### src/rtl/imem_loader.sv
// imem_loader: small instruction memory filled from a slow nibble-serial host
// port. Two asynchronous host pins (load_req, nib_strobe) are synchronized into
// clk. A CLEAR pass zeroes the array after reset. Pairs of nibbles (low half
// first) are packed into 8-bit words while load mode is held. The core reads
// the array combinationally, and only while the loader is in RUN.
module imem_loader #(
  parameter int  IMEM_SZ = 16,
  localparam int AW      = $clog2(IMEM_SZ),
  localparam int LW      = AW + 1
) (
  input  logic          clk,
  input  logic          rst_n,
  input  logic          load_req,
  input  logic          nib_strobe,
  input  logic [3:0]    nib_data,
  input  logic [AW-1:0] rd_addr,
  output logic [7:0]    rd_data,
  output logic          core_run,
  output logic          busy,
  output logic [LW-1:0] prog_len,
  output logic          ovf_err
);

  typedef enum logic [1:0] {
    CLEAR = 2'd0,
    RUN   = 2'd1,
    LO    = 2'd2,
    HI    = 2'd3
  } state_t;

  localparam logic [AW-1:0] LAST_ADDR = AW'(IMEM_SZ - 1);
  localparam logic [LW-1:0] FULL_LEN  = LW'(IMEM_SZ);

  state_t        state;
  logic [AW-1:0] wr_ptr;
  logic [3:0]    lo_nib;

  // Synchronizer stages. strb_d is one extra stage, used only to find the rising edge.
  logic load_s1, load_s2;
  logic strb_s1, strb_s2, strb_d;
  logic strobe_evt;

  // Single memory write port
  logic          mem_we;
  logic [AW-1:0] mem_waddr;
  logic [7:0]    mem_wdata;
  logic [7:0]    mem [IMEM_SZ];

  // Double-flop both asynchronous pins and delay the strobe once more for edge detection
  // NOTE: sequential state is always assigned with <=. Every flop then samples
  // pre-edge values, and the chain shifts by exactly one stage per clock.
  always_ff @(posedge clk or negedge rst_n) begin
    if (!rst_n) begin
      load_s1 <= 1'b0;
      load_s2 <= 1'b0;
      strb_s1 <= 1'b0;
      strb_s2 <= 1'b0;
      strb_d  <= 1'b0;
    end else begin
      load_s1 <= load_req;
      load_s2 <= load_s1;
      strb_s1 <= nib_strobe;
      strb_s2 <= strb_s1;
      strb_d  <= strb_s2;
    end
  end

  assign strobe_evt = strb_s2 & ~strb_d;

  // Control FSM: clear sweep, idle run, and the low/high nibble load sequence
  always_ff @(posedge clk or negedge rst_n) begin
    if (!rst_n) begin
      state    <= CLEAR;
      wr_ptr   <= '0;
      prog_len <= '0;
      ovf_err  <= 1'b0;
      lo_nib   <= '0;
    end else begin
      unique case (state)
        CLEAR: begin
          if (wr_ptr == LAST_ADDR) begin
            wr_ptr <= '0;
            state  <= RUN;
          end else begin
            wr_ptr <= wr_ptr + 1'b1;
          end
        end
        RUN: begin
          if (load_s2) begin
            wr_ptr   <= '0;
            prog_len <= '0;
            ovf_err  <= 1'b0;
            state    <= LO;
          end
        end
        LO: begin
          if (!load_s2) begin
            state <= RUN;
          end else if (strobe_evt) begin
            if (prog_len == FULL_LEN) begin
              ovf_err <= 1'b1;
            end else begin
              lo_nib <= nib_data;
              state  <= HI;
            end
          end
        end
        HI: begin
          // Exit takes priority: a strobe in the same cycle as load_req low is dropped.
          if (!load_s2) begin
            state <= RUN;
          end else if (strobe_evt) begin
            prog_len <= prog_len + 1'b1;
            if (wr_ptr != LAST_ADDR) wr_ptr <= wr_ptr + 1'b1;
            state <= LO;
          end
        end
        default: state <= CLEAR;
      endcase
    end
  end

  // Write-port request: zero fill while clearing, or a packed word on the high nibble
  // NOTE: every output of this block gets a default first. Otherwise, paths
  // that do not assign a signal would hold its old value and infer a latch.
  always_comb begin
    mem_we    = 1'b0;
    mem_waddr = wr_ptr;
    mem_wdata = 8'h00;
    if (state == CLEAR) begin
      mem_we = 1'b1;
    end else if (state == HI && load_s2 && strobe_evt) begin
      mem_we    = 1'b1;
      mem_wdata = {nib_data, lo_nib};
    end
  end

  // Storage array, one write port
  // NOTE: the array has no reset branch, so it can map onto plain RAM or
  // register storage. The CLEAR sweep after every reset gives it known contents.
  always_ff @(posedge clk) begin
    if (mem_we) mem[mem_waddr] <= mem_wdata;
  end

  assign core_run = (state == RUN);
  assign busy     = (state != RUN);
  assign rd_data  = core_run ? mem[rd_addr] : 8'h00;

endmodule

### config.mk
export PLATFORM = sky130hd
export DESIGN_NAME = imem_loader
export DESIGN_NICKNAME = d
export VERILOG_FILES = /design/src/rtl/imem_loader.sv
export SDC_FILE = /design/constraint.sdc
export NUM_CORES = 1
export LEC_CHECK = 0
export ABC_AREA = 1
export BUFFER_PORTS_ARGS = -buffer_cell sky130_fd_sc_hd__clkbuf_2
export CAP_MARGIN = 20
export CELL_PAD_IN_SITES_DETAIL_PLACEMENT = 0
export CELL_PAD_IN_SITES_GLOBAL_PLACEMENT = 2
export CORE_MARGIN = 5
export CORE_UTILIZATION = 40
export CTS_CLUSTER_DIAMETER = 100
export DETAILED_ROUTE_END_ITERATION = 12
export PLACE_DENSITY = 0.8
export SYNTH_ARGS = -nofsm -noshare
export SYNTH_HDL_FRONTEND = slang
export SYNTH_SLANG_ARGS = --single-unit
export TNS_END_PERCENT = 20
### constraint.sdc
create_clock -name clk -period 2 [get_ports clk]
set_input_delay 0.2 -clock clk [delete_from_list [all_inputs] [get_ports clk]]
set_output_delay 0.2 -clock clk [all_outputs]
set_load 0.01 [all_outputs]
==> out/results.ini, run 1 <==
[synthesis]
yosysTopAreaCellShare_pct=57.7
ys_warn_count=0
synth_xor_area_share_pct=0.526
yosys.area.top_type=edfxtp_1
ys_seq_area_share_pct=65.5
synth_ff_type=edfxtp_1
synth.distinct_cells=31
netlist_instances=653
syn_area_um2=6670
synth_top_family_by_area=simple AND/OR/NAND/NOR gates
synth_fa_ha_area_share_pct=1.13
synth-compound-area-share_pct=2.80
synthArstFlopShare_pct=14.1
syn_nets=671
ys_ff_latch=149
synth.top_cells.by_area=edfxtp_1 (58%), nand2_1 (12%), dfrtp_1 (7.9%)
avgSynthCellArea_um2=10.2
synth.area.mux_share_pct=0
synthSimpleGateAreaFrac_pct=21.9
synth_edf_count=128

[worst_setup_path]
worstSetupEndpointType=primary output
max_stage_delay_ns=0.45
cp_max_fo=13
path_cells=inv_1 > nand2_2 > a21oi_1 > clkbuf_2
crit_path_start_kind=flop
crit_slowest_cell=dfrtp_1
cp.arrival_ns=1.66
cp.required_ns=1.80
crit_type=flop to primary output

[power_and_ir_drop]
clkPwrFrac_pct=37.8
irDropWorstVdd_mv=0.548
power_density_nw_per_um2=1090
p_leak_nw=3.49
pwr-share-comb_pct=16.9
swShare_pct=26.9
p_sw_mw=2.29
p_seq_share_pct=45.3
p_int_mw=6.22

[grt]
grt_max_degree=38
antenna_found_initial=0
grt_pass1_vias=4430
grt_pass1_wl_mm=25.2
overflow=0
grt_usage_pct=17.0

[timing]
rsz0062_at_grt=false
hold_viol_final=0
min_period_ns=1.86
tightest_slew_ns=0.672
fmax_mhz=537
setup_tns_ns=0
slew_viol_final=0
holdWs_ns=0.0553
min_period_over_period_pct=93.1
setup_viol=0
clock_skew_ns=0.0112
slew_headroom_pct=55.1

[floorplan]
dieWidth_um=139
dieArea_um2=19300
core_area_um2=16500
start_util_pct=40.5
pin_count=28
die_y_um=139
rows=47

[run_status]
status=finished clean

[route]
wl_per_cell_um=16.8
antenna_left=0
drtIter0Drc=248
vias_per_cell=4.74
dr.pass1.iters=5
route.detailed.drc=0
vias=4466
wl_mm=15.8

[hold_path]
worstHoldPathType=input port to flop

[finish]
area_growth_pct=17.6
fin_nets=727
layout_common_cells=nand2_1 (215), edfxtp_1 (128), inv_1 (89)
layout.cells.most_common=nand2_1
drive_above_1_share_pct=15.1
fillerInstances=1525
diodes=0

[place]
portBuffers=27
gp_congestion=0.803
hpwl_mm=10.3

[cts]
cts.sinks=149
cts_tree=built
cts_inserted_buffers=17
cts_root_buf=clkbuf_16
clockBufferDepth=2
worstSkewPairLatency_ns=0.41
htreeDepth=4
clkTransAtPathRegs_ns=0.06

[flow_run]
max_cap_violations=0

cell type report:
type	instances	area (µm²)	share of cell area, %
Clock inverter	5	25.0	0.319
Tap cell	220	275	3.51
Sequential cell	149	4370	55.7
Timing Repair Buffer	64	458	5.84
Multi-Input combinational cell	383	1760	22.4
Clock buffer	27	599	7.64
Inverter	94	355	4.53
cell families after synthesis:
| logic type | after synthesis |
|---|---|
| and+or+nand+nor | 343 |
| xor gates and xnor gates | 4 |
| DFF | 149 |
| adders and majority gates | 6 |
| AOI/OAI and AO/OA | 30 |
| buffers and inverters | 121 |
synthesized netlist by cell type (2+ instances only):
library cell  number
inv_2              4
nor2_1            30
nand2_4            3
dfrtp_1           21
buf_6              7
a21oi_1           11
buf_4              4
o22ai_1            2
edfxtp_1         128
buf_2             14
o21ai_0            9
ha_1               6
nand3_1           87
xor2_1             3
inv_1             89
nand2_2            2
nor3_2             3
o21ai_1            2
nand2_1          216
sequential cells by signal, summed over array words and instances, names as in the netlist, 2 cells and up:
signal	cells
mem	128
state	2
mem_waddr	4
prog_len	5
lo_nib	4
power groups by stage:
stage / logic [mW] / clock network, mW / registers [mW]
after floorplan: 0.996 / 0 / 3.87
after global placement: 1.42 / 0 / 3.90
after detailed placement: 1.44 / 0 / 3.91
after CTS: 1.46 / 3.28 / 3.85
after global routing: 1.62 / 3.42 / 3.88
final: 1.44 / 3.22 / 3.85
metal layers:
layer	up-vias	GRT usage, %	wire, µm
li1	2234	-	-
met1	2126	23.5	7670
met2	91	26.7	7380
met3	15	4.28	517
met4	0	4.89	236
met5	-	0	0
stage by stage:
step | utilization (%) | setup WS [ns] | instance area (µm²) | instances | total power [mW]
final | 47.6 | 0.139 | 7840 | 942 | 8.51
after global routing | 47.6 | 0.00557 | 7840 | 942 | 8.92
after CTS | 47.6 | 0.119 | 7840 | 942 | 8.59
after detailed placement | 43.6 | 0.231 | 7180 | 907 | 5.36
after global placement | 43.6 | 0.239 | 7180 | 907 | 5.33
after floorplan | - | 0.283 | 6670 | 653 | 4.87
path summary, 6_finish.rpt:
path                                   from      endpoint  slack [ns]  cells after the start
worst max-delay path               state[1]    rd_data[1]        0.14                      4
worst min register to register      load_s1       load_s2        0.35                      0
worst min-delay path            nib_data[2]     lo_nib[2]        0.06                      3
worst max register to register     state[1]    mem[11][1]        0.26                      7
min in group asynchronous             rst_n   prog_len[2]        0.30                      2
max in group asynchronous             rst_n  mem_waddr[1]        1.32                      2
what timing repair did:
item,4_1_cts,5_1_grt
endpoints found under the setup margin,5,0
resized for setup,1,0
hold endpoints to repair,23,0
setup buffers,0,0
hold buffers,3,0
critical path: cells and delay by family (launching register included):
kind                   cells  cell delay [ns]
AO/OA/AOI/OAI              1             0.25
buffers and inverters      2             0.33
flip-flops                 1             0.45
AND/OR/NAND/NOR            1             0.21
No activity file was read; power rests on OpenSTA's default activity.
==> inputs of run 2 (changes only) <==
--- a/config.mk
+++ b/config.mk
@@ -10,6 +10,7 @@
 export CAP_MARGIN = 20
 export CELL_PAD_IN_SITES_DETAIL_PLACEMENT = 0
 export CELL_PAD_IN_SITES_GLOBAL_PLACEMENT = 2
+export CORE_ASPECT_RATIO = 0.8
 export CORE_MARGIN = 5
 export CORE_UTILIZATION = 40
 export CTS_CLUSTER_DIAMETER = 100
==> run 2 against run 1 <==
  * Die area barely moved
  * Critical path depth grew 3
  * Register-to-register slack about the same
  * Clock skew up 0.0044 ns
  * First-iteration DRC count rose by 60%
  * Cell count down 0.21%
  * Via count is 0.92% higher
  * Worst setup slack gained 0.015 ns
  * Sequential share of layout area up 0.30 points
  * Maximum frequency is 0.80% higher
  * Utilization down 0.21 points
  * Non-clock buffer count did not move
  * Highest routed layer unchanged
==> out/results.ini, run 2 (synthesis gave the netlist of run 1 again) <==
[run_status]
status=finished clean

[power_and_ir_drop]
swShare_pct=27.5
power_density_nw_per_um2=1080
p_int_mw=6.10
irDropWorstVdd_mv=0.706
p_leak_nw=3.45
p_total_mw=8.41
p_sw_mw=2.31
pwr-share-comb_pct=17.3
clkPwrFrac_pct=37.0
p_seq_share_pct=45.7

[worst_setup_path]
cp.arrival_ns=1.65
rr_worst_depth=8
max_stage_delay_ns=0.32
cpMostUsedCell=nand3_1
cp.required_ns=1.80
reg2reg_setup_slack_ns=0.25
timing.rr.end=mem[12][1]
crit_slowest_cell=edfxtp_1
cp_max_fo=1
crit_path_start_kind=flop
path_cells=inv_1 > nand2_1 > nand3_1 > nand3_1 > nand3_1 > a21oi_1 > clkbuf_2
worstSetupEndpointType=primary output
r2r-start=strb_d
crit_type=flop to primary output

[floorplan]
start_util_pct=40.5
pin_count=28
core_area_um2=16400
die_y_um=125
rows=42
dieWidth_um=154
dieArea_um2=19400

[finish]
final_cell_count_no_fill=940
layout.cells.most_common=nand2_1
area_growth_pct=17.0
design_area_um2=7800
largest_reg_flops=128
drive_above_1_share_pct=14.6
top_register=mem
fin_nets=727
reg_top3=mem x128, prog_len x5
layout_common_cells=nand2_1 (215), edfxtp_1 (128), inv_1 (89)
diodes=0

[cts]
cts.sinks=149
htreeDepth=4
cts_tree=built
clockBufferDepth=2
clkTransAtPathRegs_ns=0.06
worstSkewPairLatency_ns=0.43
cts_root_buf=clkbuf_16
cts_inserted_buffers=17

[timing]
setup_viol=0
rsz0062_at_grt=false
tightest_slew_ns=0.545
fmax_mhz=542
clock_skew_ns=0.0155
min_period_over_period_pct=92.3
timing.final.ws_setup_ns=0.153
min_period_ns=1.85
slew_viol_final=0
slew_headroom_pct=63.7
setup_tns_ns=0
hold_viol_final=0

[place]
gp_congestion=0.824
pre_cts_ws_ns=0.221
hpwl_mm=10.7
placed_cells=907
place_area_um2=7200
portBuffers=27

[grt]
grt_pass1_wl_mm=25.9
gr-usage-met3_pct=3.70
busiest_layer=met2
grtUsageMet2_pct=27.2
overflow=0
met1_usage_pct=25.3
grt_pass1_vias=4551
grt_usage_pct=17.7
grt_max_degree=65
antenna_found_initial=0

[route]
dr.pass1.iters=5
route.detailed.drc=0
drtIter0Drc=397
wl_mm=16.1
vias_per_cell=4.79
vias=4507
wl_per_cell_um=17.2
antenna_left=0

[hold_path]
hold_depth=3
worstHoldPathType=input port to flop
min_delay_worst_endpoint=lo_nib[2]
hold_start=nib_data[2]

[flow_run]
max_cap_violations=0

[run 2: area by class of cell]
cell class                 count  area (µm²)
clock inverter                11         136
timing repair buffer          64         470
inverter                      94         355
clock buffer                  19         433
sequential                   149        4370
fill                        1533        8650
tap                          220         275
multi-input combinational    383        1760
[run 2: routing by layer]
| metal | up-vias | routed length [µm] |
|---|---|---|
| met5 | - | 0 |
| met4 | 0 | 261 |
| met3 | 20 | 592 |
| met2 | 99 | 7470 |
| met1 | 2160 | 7810 |
| li1 | 2228 | - |
[run 2: metrics by stage]
stage	hold slack (ns)	utilization (%)
after global placement	0.211	43.7
final	0.0408	47.4
after global routing	0.0414	47.4
after floorplan	-0.0956	-
after CTS	0.0243	47.4
after detailed placement	0.224	43.7
[run 2: worst max path at each step]
stage | from | endpoint | slack (ns)
floorplan | strb_d | mem[12][0] | 0.28
global placement | rd_addr[0] | rd_data[0] | 0.24
detailed placement | strb_d | mem[0][1] | 0.22
CTS | mem[7][1] | rd_data[1] | 0.14
global route | state[1] | rd_data[7] | 0.05
finish | mem[7][1] | rd_data[1] | 0.15
[run 2: worst max-delay path, delay by kind of cell (launching register included)]
family / cells / cell delay, ns
and+or+nand+nor: 4 / 0.46
buffers and inverters: 2 / 0.21
DFF: 1 / 0.32
AOI/OAI and AO/OA: 1 / 0.24
[run 2: repair_timing]
action / CTS / global route
resized for setup: 1 / 0
hold endpoints to repair: 23 / 0
hold buffers: 3 / 0
setup buffers: 0 / 0
endpoints found under the setup margin: 4 / 0
[run 2: power by group through the flow]
| stage | sequential (mW) | combinational, mW | clock [mW] |
|---|---|---|---|
| 2_1_floorplan | 3.87 | 0.996 | 0 |
| 3_3_place_gp | 3.90 | 1.44 | 0 |
| 3_5_place_dp | 3.91 | 1.47 | 0 |
| 4_1_cts | 3.85 | 1.48 | 3.17 |
| 5_1_grt | 3.88 | 1.63 | 3.34 |
| 6_report | 3.84 | 1.45 | 3.12 |
